$ cat src/rtl/result_reader.sv
// result_reader: once the controller finishes, reads result words 0..NUM_WORDS-1
// from the result SRAM and streams them out LSB-first as bytes over valid/ready.
module result_reader #(
  parameter int NUM_WORDS = 16,
  parameter int ADDR_W    = 4,
  parameter int DATA_W    = 32
) (
  input  logic              clk,
  input  logic              rst,
  input  logic              start,
  input  logic [DATA_W-1:0] ram_rdata,
  input  logic              out_ready,
  output logic              ram_en,
  output logic              web,
  output logic [ADDR_W-1:0] ram_addr,
  output logic [7:0]        out_data,
  output logic              out_valid,
  output logic              out_last,
  output logic              busy,
  output logic              done
);
  localparam int BYTES = DATA_W / 8;
  localparam int BC_W  = (BYTES > 1) ? $clog2(BYTES) : 1;
  localparam logic [BC_W-1:0]   LAST_BYTE = BC_W'(BYTES - 1);
  localparam logic [ADDR_W-1:0] LAST_WORD = ADDR_W'(NUM_WORDS - 1);

  typedef enum logic [2:0] {
    IDLE = 3'd0,
    READ = 3'd1,
    WAIT = 3'd2,
    SEND = 3'd3,
    DONE = 3'd4
  } state_t;

  state_t            state;
  logic [ADDR_W-1:0] word_addr;
  logic [BC_W-1:0]   byte_cnt;
  logic [DATA_W-1:0] buffer;
  logic              last_word;

  assign last_word = (word_addr == LAST_WORD);
  assign web       = 1'b1;
  assign ram_addr  = word_addr;
  // The low byte of the shift buffer is the output byte; the final shift empties it.
  assign out_data  = buffer[7:0];

  always_ff @(posedge clk) begin
    if (rst) begin
      state     <= IDLE;
      word_addr <= '0;
      byte_cnt  <= '0;
      buffer    <= '0;
      ram_en    <= 1'b0;
      out_valid <= 1'b0;
      out_last  <= 1'b0;
      busy      <= 1'b0;
      done      <= 1'b0;
    end else begin
      case (state)
        IDLE: begin
          word_addr <= '0;
          if (start) begin
            state  <= READ;
            ram_en <= 1'b1;
            busy   <= 1'b1;
          end
        end
        READ: begin
          ram_en <= 1'b0;
          state  <= WAIT;
        end
        WAIT: begin
          buffer    <= ram_rdata;
          byte_cnt  <= '0;
          out_valid <= 1'b1;
          out_last  <= last_word && (LAST_BYTE == '0);
          state     <= SEND;
        end
        SEND: begin
          if (out_ready) begin
            buffer <= buffer >> 8;
            if (byte_cnt == LAST_BYTE) begin
              out_valid <= 1'b0;
              out_last  <= 1'b0;
              if (last_word) begin
                done  <= 1'b1;
                state <= DONE;
              end else begin
                word_addr <= word_addr + 1'b1;
                ram_en    <= 1'b1;
                state     <= READ;
              end
            end else begin
              byte_cnt <= byte_cnt + 1'b1;
              out_last <= last_word && ((byte_cnt + 1'b1) == LAST_BYTE);
            end
          end
        end
        DONE: begin
          done  <= 1'b0;
          busy  <= 1'b0;
          state <= IDLE;
        end
        default: begin
          state     <= IDLE;
          ram_en    <= 1'b0;
          out_valid <= 1'b0;
          out_last  <= 1'b0;
          busy      <= 1'b0;
          done      <= 1'b0;
        end
      endcase
    end
  end
endmodule

$ cat config.mk
export PLATFORM = sky130hd
export DESIGN_NAME = result_reader
export DESIGN_NICKNAME = d
export VERILOG_FILES = /design/src/rtl/result_reader.sv
export SDC_FILE = /design/constraint.sdc
export NUM_CORES = 1
export LEC_CHECK = 0
export BUFFER_PORTS_ARGS = -buffer_cell sky130_fd_sc_hd__buf_2
export CAP_MARGIN = 25
export CORE_MARGIN = 5
export CORE_UTILIZATION = 41
export CTS_BUF_LIST = sky130_fd_sc_hd__clkbuf_8
export DETAILED_ROUTE_END_ITERATION = 16
export SLEW_MARGIN = 30
export SYNTH_ARGS = -nofsm -noshare
export SYNTH_HDL_FRONTEND = slang
export SYNTH_SLANG_ARGS = --single-unit
$ cat constraint.sdc
create_clock -name clk -period 1.9 [get_ports clk]
set_input_delay 0.38 -clock clk [delete_from_list [all_inputs] [get_ports clk]]
set_output_delay 0.38 -clock clk [all_outputs]
set_load 0.05 [all_outputs]
# Yosys cells after proc, flatten, opt, wreduce, memory -nomap -nowiden
# Index checks and enable logic that the tools add are counted.
dict set report classes {
  add_sub_neg 2
  n_eq_ne 13
  n_bitwise 4
  n_reduce_logical 17
  muxes 30
}
# operator count
set op_table {}
lappend op_table {{$pmux 32 s2} 1}
lappend op_table {{$mux 32} 1}
lappend op_table {{$mux 3} 4}
lappend op_table {{$mux 4} 3}
lappend op_table {{$ne 2x2->1 const B} 6}
lappend op_table {{$pmux 3 s4} 1}
lappend op_table {{$mux 1} 11}
lappend op_table {{$reduce_and 3->1} 3}
lappend op_table {{$reduce_or 3->1} 3}
lappend op_table {{$pmux 4 s2} 1}
lappend op_table {{$reduce_and 4->1} 2}
lappend op_table {{$eq 3x2->1 const B} 2}
lappend op_table {{$pmux 1 s2} 3}
lappend op_table {{$pmux 1 s3} 2}
lappend op_table {{$reduce_and 2->1} 3}
lappend op_table {{$reduce_and 5->1} 1}
lappend op_table {{$add 4x1->4 const B} 1}
lappend op_table {{$eq 2x2->1 const B} 2}
lappend op_table {{$eq 4x4->1 const B} 1}
lappend op_table {{$mux 2} 2}
lappend op_table {{$not 1->1} 4}
lappend op_table {{$pmux 2 s2} 1}
lappend op_table {{$reduce_bool 2->1} 2}
lappend op_table {{$eq 3x1->1 const B} 1}
lappend op_table {{5 further kinds} 5}
dict set report word_totals {
  output_inout_bits 18
  register_bits 46
  wordCells 75
  input_bits 36
}

# Logic depth before layout (Yosys ltp)
# Gate-level depths: netlist of run 1.
dict set report depth {
  depth_word 6
  mapped_depth 6
  ltp_nobuf 5
}

# Least setup slack after synthesis of run 1
# Ideal clock, no wire load.
dict set report synth_timing {
  path_kind {register to register}
  start {register word_addr[0], in the netlist ram_addr[0]}
  end {register word_addr[3], in the netlist ram_addr[3]}
  n_path_buf 0
  setup_time_ns 0.117
  stages_incl_launch_ff 5
  synth_period_minus_slack_ns 1.613
  required_time_ns 1.783
  path_slack_ns 0.287
  t_arrival_ns 1.496
  path_cell_list {dfxtp_1 -> ha_1 -> a2111oi_0 -> a211oi_1 -> a22o_1}
}
dict set report synth_between {
  elab_chain_cells 5
  elab_cells_between_ends 8
  classes_between {add/sub: 1; eq/ne: 2; mux: 4; reduce/logical: 1}
}
# element line
set synth_lines {}
lappend synth_lines {{from (decl)} 36} ;# logic [ADDR_W-1:0] word_addr;
lappend synth_lines {{from (signal assigned)} 89} ;# word_addr <= word_addr + 1'b1;
lappend synth_lines {{$add 4x1->4} 89}
lappend synth_lines {{$mux 4} 85} ;# if (last_word) begin
lappend synth_lines {{$mux 4} 82} ;# if (byte_cnt == LAST_BYTE) begin
lappend synth_lines {{$mux 4} 80} ;# if (out_ready) begin
lappend synth_lines {{$pmux 4 s2} 59} ;# case (state)
# Parallel ways exist; a longest one is shown, timed or not. The select of a mux whose other input is x is not followed.
# A chain may end at the register's enable or synchronous reset.

# Worst setup path after layout of run 1
dict set report layout_timing {
  start {register byte_cnt[0]}
  end {register word_addr[3], in the netlist ram_addr[3]}
}
dict set report layout_between {
  elab_chain_cells 3
}
# element line
set layout_lines {}
lappend layout_lines {{from (decl)} 37} ;# logic [BC_W-1:0] byte_cnt;
lappend layout_lines {{from (signal assigned)} 94} ;# byte_cnt <= byte_cnt + 1'b1;
lappend layout_lines {{$eq 2x2->1} 82}
lappend layout_lines {{$ne 2x2->1 (no source line)} -}
lappend layout_lines {{$reduce_and 4->1 (no source line)} -}
# No other way between the ends.

==> key figures, run 1 <==
Clocking
  – CTS tree: done
  – H-tree depth: 2
  – Num CTS Buffers: 5
  – # hold bufs at CTS: 0
  – Reg clk slew, reported paths: 0.09 ns
  – Setup bufs post-CTS: 0
  – CTS Sinks: 46
  – PostCTS Resize Cnt: 0
  – Clock Latency Late Sink: 0.30 ns
  – Deepest clock path buffer count: 2
  – CTS root buffer: clkbuf_8

STA
  – Setup WS post-layout: 0.242 ns
  – Fin. Hold Viols: 0
  – RSZ-0062 raised after global routing: no
  – Setup_tns: 0 ns
  – Setup-failing EPs final: 0
  – Max-slew headroom: 0.607
  – Tcrit/Tclk final: 0.872
  – Post-layout min period: 1.66 ns
  – Hold slack: 0.312 ns
  – Least-Margin Pin Slew: 0.590 ns
  – Final Skew: 0.00545 ns
  – Max Slew Vio Count: 0
  – Fmax: 603 MHz

Route
  – Drt first pass iters: 4
  – Via density per instance: 5.07
  – Total wire length: 4900 um
  – DRC: 0
  – DR vias: 1892
  – DRT iter0 DRCs: 61
  – Number of routed nets with antenna violations: 0
  – WL/cell: 13.1 um

Synth
  – Syn Inst Count: 268
  – Yosys cell types: 37
  – Cell taking the most area after synthesis: dfxtp_1
  – Synth top area cells: dfxtp_1, a211oi_1, nand3b_1
  – Share of Yosys cell area claimed by the top area cell type: 0.417
  – Seq/Total Area, Yosys: 0.417
  – Syn_nets: 307
  – Ys async rst share: 0
  – Synthesis Warnings: 0
  – Post-synth EDFFs: 0
  – Top FF cell, synth: dfxtp_1
  – Avg Synthesized Cell Area: 8.25 sq um
  – Seq cells post-synth: 46
  – Synthesized area: 2210 sq um

Power
  – PD cells: 896 nW/um^2
  – Peak supply drop: 330 uV
  – Leakage Power: 0.984 nW

Worst setup path
  – CP Launch Type: flip-flop
  – Worst path required time: 2.10 ns
  – R2r startpoint: byte_cnt[0]
  – Kind of end point of the critical path: flip-flop
  – Crit path max fanout: 5
  – Critical path origin: byte_cnt[0]
  – Arrival time worst endpoint: 1.85 ns
  – Critical setup path kind: reg -> reg

GRT
  – Pin count of the biggest net entering global routing: 43
  – Initial antenna violation count: 0
  – Vias in the first global route: 1871
  – Grt total ovfl: 0
  – First-pass GRT wire length: 8730 um
  – Overall Global Routing Usage: 0.147

Floorplanning
  – Core Area: 5170 sq um
  – Placement Rows: 26
  – I/O Pins: 54
  – Chip width: 83.4 um
  – Die height: 83.4 um
  – Total die area: 6960 sq um
  – Initial Util: 0.427

Min path
  – Hold Crit Class: in -> reg
  – Hold_sp: ram_rdata[26]

Placement
  – Pre-CTS setup slack: 0.283 ns
  – GP Congestion: 0.794
  – Placed wire-length estimate: 3360 um
  – IO buf count: 52

Outcome
  – Run status: completed

Layout
  – Synth-to-Final Area Change: 15.1%
  – # diodes: 0
  – Layout cells sized above 1: 0.231
  – Nets: 341

Flow run
  – # Max-Cap Violations: 0
sequential cells by signal (all words and copies together), names as in the netlist:
signal	cells
out_valid	1
done	1
busy	1
out_last	1
state	3
ram_en	1
byte_cnt	2
buffer	32
ram_addr	4
layer usage:
layer | GRT usage | vias to the layer above | wire (um)
met5 | 0 | - | 0
met4 | 0.0307 | 0 | 35
met3 | 0.0505 | 4 | 277
met2 | 0.225 | 45 | 2040
met1 | 0.200 | 833 | 2550
li1 | - | 1010 | -
synth_stat cells (2+ instances only):
master,instances
a211oi_1,21
a21oi_1,6
a22oi_1,8
a311oi_1,6
buf_1,4
buf_2,4
buf_4,11
clkbuf_1,11
dfxtp_1,46
ha_1,3
inv_1,2
nand2_1,16
nand2b_1,8
nand3_1,11
nand3b_1,19
nand4b_1,2
nor2_1,38
nor2b_1,3
nor3_1,6
nor4_1,2
o21ai_0,24
o21bai_1,2
per-stage QoR:
step | instances | utilization | power [mW] | area [sq um]
after floorplan | 268 | - | 1.50 | 2210
after global placement | 365 | 0.471 | 1.59 | 2440
after detailed placement | 365 | 0.471 | 1.59 | 2440
after CTS | 373 | 0.492 | 2.31 | 2540
after global routing | 373 | 0.492 | 2.41 | 2540
final | 373 | 0.492 | 2.28 | 2540
cells in the final DEF, fill, tap and decap left out, drive strengths merged, types with 7 or more instances in the layout:
| master | count |
|---|---|
| nand2 | 16 |
| buf | 58 |
| dfxtp | 46 |
| nand3 | 11 |
| nand2b | 8 |
| o21ai | 24 |
| a21oi | 7 |
| nor2 | 38 |
| a211oi | 21 |
| a22oi | 8 |
| nand3b | 19 |
worst max-delay path, stage by stage, from the launching register on:
cell	delay [ns]
dfxtp_1	0.40
ha_1	0.24
nand2_1	0.14
a2111oi_0	0.43
a211oi_1	0.11
a22o_1	0.25
where the power goes:
part / total, mW / internal [mW] / switching [mW]
Sequential: 1.09 / 1.04 / 0.0459
Clock: 0.719 / 0.387 / 0.331
Combinational: 0.475 / 0.171 / 0.304
path summary, 6_finish.rpt:
| kind | endpoint | slack (ns) | depth (start not counted) |
|---|---|---|---|
| min reg2reg | out_last | 0.48 | 2 |
| max reg2reg | ram_addr[3] | 0.24 | 5 |
| max | ram_addr[3] | 0.24 | 5 |
| min | buffer[26] | 0.31 | 3 |
cells by family after synthesis:
| kind of cell | share of synthesized area |
|---|---|
| other | 0.00170 |
| DFF | 0.417 |
| adders and majority gates | 0.0170 |
| and+or+nand+nor | 0.255 |
| buffers and inverters | 0.0804 |
| AOI/OAI and AO/OA | 0.225 |
| muxes | 0.00453 |
final cells by class:
type / instances / area, sq um
timing repair buffer: 58 / 305
clock inverter: 3 / 40.0
sequential: 46 / 921
tap: 70 / 87.6
clock buffer: 5 / 68.8
fill: 544 / 2630
multi-input combinational: 189 / 1110
inverter: 2 / 7.51
(Power assumes the default switching activity.)
==> run 2: changes to the inputs <==
Settings changed: CORE_UTILIZATION 41 to 36, RECOVER_POWER from default to 100.
==> run 2 against run 1 <==
Highest routed layer unchanged. Core utilization decreased by 6.7 points. Sequential share of layout area grew 0.18 points. Die area grew 12%. Register-to-register slack gained 0.02 ns.
==> key figures, run 2 (synthesis gave the netlist of run 1 again) <==
Worst setup path
  – Kind of end point of the critical path: flip-flop
  – Crit path max fanout: 6 (+1)
  – CP Launch Type: flip-flop
  – CP delay by family, top: compound AO/OA/AOI/OAI gates
  – Cell depth of the worst setup path: 5 (unchanged)
  – Worst reg-to-reg path cell count: 5 (unchanged)
  – Crit path buffers/inverters: 0 (unchanged)
  – Worst path max stage delay: 0.43 ns (about the same)
  – R2r startpoint: byte_cnt[0]
  – Slowest-stage cell, CP: a21oi_1
  – Worst path required time: 2.08 ns (-0.02 ns)
  – Arrival time worst endpoint: 1.81 ns (-0.04 ns)
  – Worst path cell trace: ha_1, nand4_1, a21oi_1, nor2b_1, o21ai_0
  – Critical path origin: byte_cnt[0]
  – Critical setup path kind: reg -> reg

Layout
  – # diodes: 0 (unchanged)
  – Layout cells sized above 1: 0.174 (-0.0573)
  – Most frequent cells in the layout: dfxtp_1, nor2_1, buf_2, o21ai_0, a211oi_1
  – Flip-flop count of the largest register after layout: 32 (unchanged)
  – Nets: 343 (+0.59%)
  – Synth-to-Final Area Change: 14.5%
  – Post-Layout Inst Area: 2530 sq um (-0.49%)
  – Largest Register: buffer
  – Layout fillers: 642 (+18%)
  – Most common cell after layout, fill and taps aside: dfxtp_1

Placement
  – GP Congestion: 0.791 (-0.49%)
  – Pre-CTS setup slack: 0.281 ns (-0.00240 ns)
  – Placed wire-length estimate: 3760 um (+12%)
  – Placed cell area: 2460 sq um (+0.87%)
  – IO buf count: 52 (unchanged)

Clocking
  – CTS root buffer: clkbuf_8
  – Setup bufs post-CTS: 0 (unchanged)
  – Reg clk slew, reported paths: 0.08 ns (about the same)
  – PostCTS Resize Cnt: 0 (unchanged)
  – Deepest clock path buffer count: 2 (unchanged)
  – H-tree depth: 2 (unchanged)
  – # hold bufs at CTS: 0 (unchanged)
  – Num CTS Buffers: 5 (unchanged)
  – CTS Sinks: 46 (unchanged)
  – Clock Latency Late Sink: 0.30 ns (about the same)
  – CTS tree: done

STA
  – Max Slew Vio Count: 0 (unchanged)
  – Max-slew headroom: 0.600 (-0.00711)
  – Setup_tns: 0 ns (unchanged)
  – Final Skew: 0.0131 ns (+0.00767 ns)
  – Setup-failing EPs final: 0 (unchanged)
  – Hold slack: 0.331 ns (+0.0188 ns)
  – Post-layout min period: 1.63 ns (-0.0240 ns)
  – Fmax: 612 MHz (+1.5%)
  – Setup WS post-layout: 0.266 ns (+0.0240 ns)
  – Fin. Hold Viols: 0 (unchanged)
  – Least-Margin Pin Slew: 0.603 ns (+0.0132 ns)
  – RSZ-0062 raised after global routing: no
  – Tcrit/Tclk final: 0.860 (-0.0126)

Power
  – PD cells: 901 nW/um^2 (+0.60%)
  – Peak supply drop: 430 uV (+30%)
  – Leakage Power: 0.919 nW (-6.6%)

GRT
  – Initial antenna violation count: 0 (unchanged)
  – Pin count of the biggest net entering global routing: 33 (-23%)
  – Vias in the first global route: 1845 (-1.4%)
  – First-pass GRT wire length: 8690 um (-0.47%)
  – Grt total ovfl: 0 (unchanged)
  – Overall Global Routing Usage: 0.140 (-0.00666)

Floorplanning
  – I/O Pins: 54 (unchanged)
  – Core Area: 5960 sq um (+15%)
  – Initial Util: 0.371 (-0.0562)
  – Chip width: 88.4 um (+5.9%)
  – Placement Rows: 28 (+7.7%)
  – Total die area: 7810 sq um (+12%)
  – Die height: 88.4 um (+5.9%)

Route
  – WL/cell: 13.9 um (+6.0%)
  – DR vias: 1925 (+1.7%)
  – Total wire length: 5300 um (+8.0%)
  – Number of routed nets with antenna violations: 0 (unchanged)
  – Drt first pass iters: 4 (unchanged)
  – DRT iter0 DRCs: 75 (+23%)
  – Via density per instance: 5.07 (-0.13%)
  – DRC: 0 (unchanged)

Outcome
  – Run status: completed

Min path
  – Hold Crit Class: in -> reg
  – Worst Hold Path Cells: 3 (unchanged)
  – Hold_sp: ram_rdata[28]

Flow run
  – # Max-Cap Violations: 0 (unchanged)
==> run 2: cell types whose count changed in the layout (fill, tap and decap cells not counted), sizes merged <==
cell,delta
clkbuf,+18
buf,-16
clkinv,-2
clkinvlp,+1
inv,+1
==> run 2: worst paths after layout <==
| check | to | slack (ns) |
|---|---|---|
| setup / recovery | ram_addr[1] | 0.27 |
| hold / removal | buffer[28] | 0.33 |
| setup reg to reg | ram_addr[1] | 0.27 |
| hold reg to reg | out_last | 0.47 |
==> run 2: worst reg2reg max path, stage by stage, from the launching register on <==
cell     delay [ns]
dfxtp_1        0.39
ha_1           0.24
nand4_1        0.15
a21oi_1        0.43
nor2b_1        0.22
o21ai_0        0.10
==> run 2: report_power, final <==
group	internal (mW)	switching, mW	total [mW]
clock network	0.388	0.333	0.721
registers	1.04	0.0435	1.08
logic	0.164	0.314	0.478
==> run 2: cell type report <==
| class | count | area (sq um) | share of cell area |
|---|---|---|---|
| multi-input cells | 189 | 1100 | 0.436 |
| flip-flops and latches | 46 | 921 | 0.364 |
| repair buffers | 60 | 297 | 0.117 |
| well taps | 75 | 93.8 | 0.0371 |
| clock buffers | 5 | 68.8 | 0.0272 |
| clock inverters | 3 | 41.3 | 0.0163 |
| inverters | 2 | 7.51 | 0.00296 |
==> run 2: per-layer routing <==
metal / wire (um) / share of wire / GRT usage / vias to the layer above
li1: - / - / - / 1015
met3: 313 / 0.059 / 0.0419 / 2
met5: 0 / 0 / 0 / -
met4: 32 / 0.0060 / 0.0357 / 0
met1: 2590 / 0.49 / 0.190 / 868
met2: 2360 / 0.44 / 0.218 / 40
==> run 2: stage by stage <==
step | utilization | std cells | total power [mW]
floorplan | - | 268 | 1.50
global placement | 0.413 | 372 | 1.60
detailed placement | 0.413 | 372 | 1.60
CTS | 0.431 | 380 | 2.33
global route | 0.425 | 380 | 2.42
finish | 0.425 | 380 | 2.28
==> run 3: changes to the inputs <==
Settings changed: RECOVER_POWER 100 to 50.
==> run 3 against run 2 <==
Via count up 0.36%. Sequential power about the same. Clock skew about the same. Non-clock buffer count unchanged. Critical endpoint is now buffer[20]. Largest cell class unchanged. Hold slack better by 0.00057 ns. Register-to-register slack better by 0.02 ns. Power up 0.11%. Clock-buffer cell count unchanged. Fmax up 1.1%. First-iteration DRC count up 1.3%. Cell area up 0.44%.
==> key figures, run 3 (synthesis gave the netlist of run 1 again) <==
Outcome
  – Run status: completed

Worst setup path
  – Kind of end point of the critical path: flip-flop
  – R2r startpoint: state[0]
  – Critical path origin: state[0]
  – Worst path required time: 2.11 ns (+0.03 ns)
  – CP Launch Type: flip-flop
  – Arrival time worst endpoint: 1.82 ns (about the same)
  – Critical setup path kind: reg -> reg
  – Crit path max fanout: 30 (+24)

GRT
  – Vias in the first global route: 1845 (unchanged)
  – Grt total ovfl: 0 (unchanged)
  – First-pass GRT wire length: 8690 um (unchanged)
  – Pin count of the biggest net entering global routing: 33 (unchanged)
  – Overall Global Routing Usage: 0.140 (unchanged)
  – Initial antenna violation count: 0 (unchanged)

Route
  – Total wire length: 5280 um (-0.28%)
  – DRT iter0 DRCs: 76 (+1.3%)
  – Number of routed nets with antenna violations: 0 (unchanged)
  – Via density per instance: 5.08 (+0.36%)
  – WL/cell: 13.9 um (-0.28%)
  – DRC: 0 (unchanged)
  – Drt first pass iters: 5 (+1)
  – DR vias: 1932 (+0.36%)

STA
  – Fin. Hold Viols: 0 (unchanged)
  – Max-slew headroom: 0.599 (-0.000918)
  – Post-layout min period: 1.62 ns (-0.0173 ns)
  – RSZ-0062 raised after global routing: no
  – Fmax: 619 MHz (+1.1%)
  – Final Skew: 0.0134 ns (+0.000264 ns)
  – Setup_tns: 0 ns (unchanged)
  – Setup-failing EPs final: 0 (unchanged)
  – Least-Margin Pin Slew: 0.604 ns (+0.00138 ns)
  – Tcrit/Tclk final: 0.851 (-0.00912)
  – Max Slew Vio Count: 0 (unchanged)

Power
  – Clock power share: 0.315 (about the same)
  – Part of the power in registers: 0.474 (about the same)
  – Pint: 1.59 mW (+0.15%)
  – NetSw: 0.690 mW (unchanged)
  – Comb power frac: 0.211 (+0.002)
  – Peak supply drop: 428 uV (-0.51%)
  – Switching part of the total: 0.302 (-0.000319)
  – PD cells: 898 nW/um^2 (-0.34%)
  – Leakage Power: 0.921 nW (+0.26%)

Layout
  – Reg area: 921 sq um (unchanged)
  – Most common cell after layout, fill and taps aside: dfxtp_1
  – Multi-input logic area: 1110 sq um (+1.0%)
  – Most frequent cells in the layout: dfxtp_1, nor2_1, buf_2, o21ai_0, a211oi_1
  – Flip-flop count of the largest register after layout: 32 (unchanged)
  – Layout cells sized above 1: 0.177 (+0.00328)
  – Layout fillers: 643 (+0.16%)
  – Final core utilization: 0.427 (+0.00189)
  – Largest Register: buffer
  – Synth-to-Final Area Change: 15.1%
  – Final cell count without fillers: 380 (unchanged)
  – # diodes: 0 (unchanged)
  – Nets: 343 (unchanged)
  – Post-Layout Inst Area: 2540 sq um (+0.44%)

Floorplanning
  – Die height: 88.4 um (unchanged)
  – I/O Pins: 54 (unchanged)
  – Initial Util: 0.371 (unchanged)
  – Total die area: 7810 sq um (unchanged)
  – Placement Rows: 28 (unchanged)
  – Core Area: 5960 sq um (unchanged)
  – Chip width: 88.4 um (unchanged)

Placement
  – Placed Cells: 372 (unchanged)
  – IO buf count: 52 (unchanged)
  – Placed cell area: 2460 sq um (unchanged)
  – Placed wire-length estimate: 3760 um (unchanged)
  – GP Congestion: 0.791 (unchanged)

Clocking
  – PostCTS Resize Cnt: 0 (unchanged)
  – Deepest clock path buffer count: 2 (unchanged)
  – CTS root buffer: clkbuf_8
  – H-tree depth: 2 (unchanged)
  – Clock Latency Late Sink: 0.30 ns (about the same)
  – Num CTS Buffers: 5 (unchanged)
  – CTS Sinks: 46 (unchanged)
  – Setup bufs post-CTS: 0 (unchanged)
  – # hold bufs at CTS: 0 (unchanged)
  – CTS tree: done
  – Reg clk slew, reported paths: 0.09 ns (about the same)

Flow run
  – # Max-Cap Violations: 0 (unchanged)

Min path
  – Hold_sp: ram_rdata[28]
  – Hold Crit Class: in -> reg
run 3: layout make-up:
class,count,area share
Clock buffer,5,0.0271
Multi-Input combinational cell,189,0.438
Inverter,2,0.00295
Timing Repair Buffer,60,0.117
Clock inverter,3,0.0162
Tap cell,75,0.0369
Sequential cell,46,0.362
run 3: critical path, cell delays in order, from the launching register on:
cell and delay [ns]:
dfxtp_1 0.40, clkbuf_2 0.27, nand2b_1 0.18, and2_4 0.37
nor2_1 0.07, a311oi_1 0.24
run 3: power groups by stage:
stage	combinational, mW	clock [mW]	sequential (mW)
finish	0.482	0.719	1.08
global route	0.534	0.798	1.10
CTS	0.495	0.748	1.08
detailed placement	0.493	0	1.11
global placement	0.490	0	1.11
floorplan	0.376	0	1.12
run 3: worst paths after layout:
kind                              endpoint  slack, ns  cells past startpoint
worst max register to register  buffer[20]       0.28                      5
worst max-delay path            buffer[20]       0.28                      5
worst min-delay path            buffer[28]       0.33                      3
worst min register to register    out_last       0.47                      2
run 3: per-layer routing:
| layer | wire [um] | GRT usage | share of wire |
|---|---|---|---|
| met3 | 318 | 0.0419 | 0.060 |
| met4 | 32 | 0.0357 | 0.0061 |
| met5 | 0 | 0 | 0 |
| met1 | 2570 | 0.190 | 0.49 |
| met2 | 2360 | 0.218 | 0.45 |
run 3: metrics by stage:
stage               setup slack (ns)  hold WS (ns)  power [mW]
floorplan                      0.287         0.466        1.50
global placement               0.359         0.469        1.60
detailed placement             0.281         0.461        1.60
CTS                            0.286         0.327        2.33
global route                  0.0901         0.338        2.43
finish                         0.284         0.332        2.28
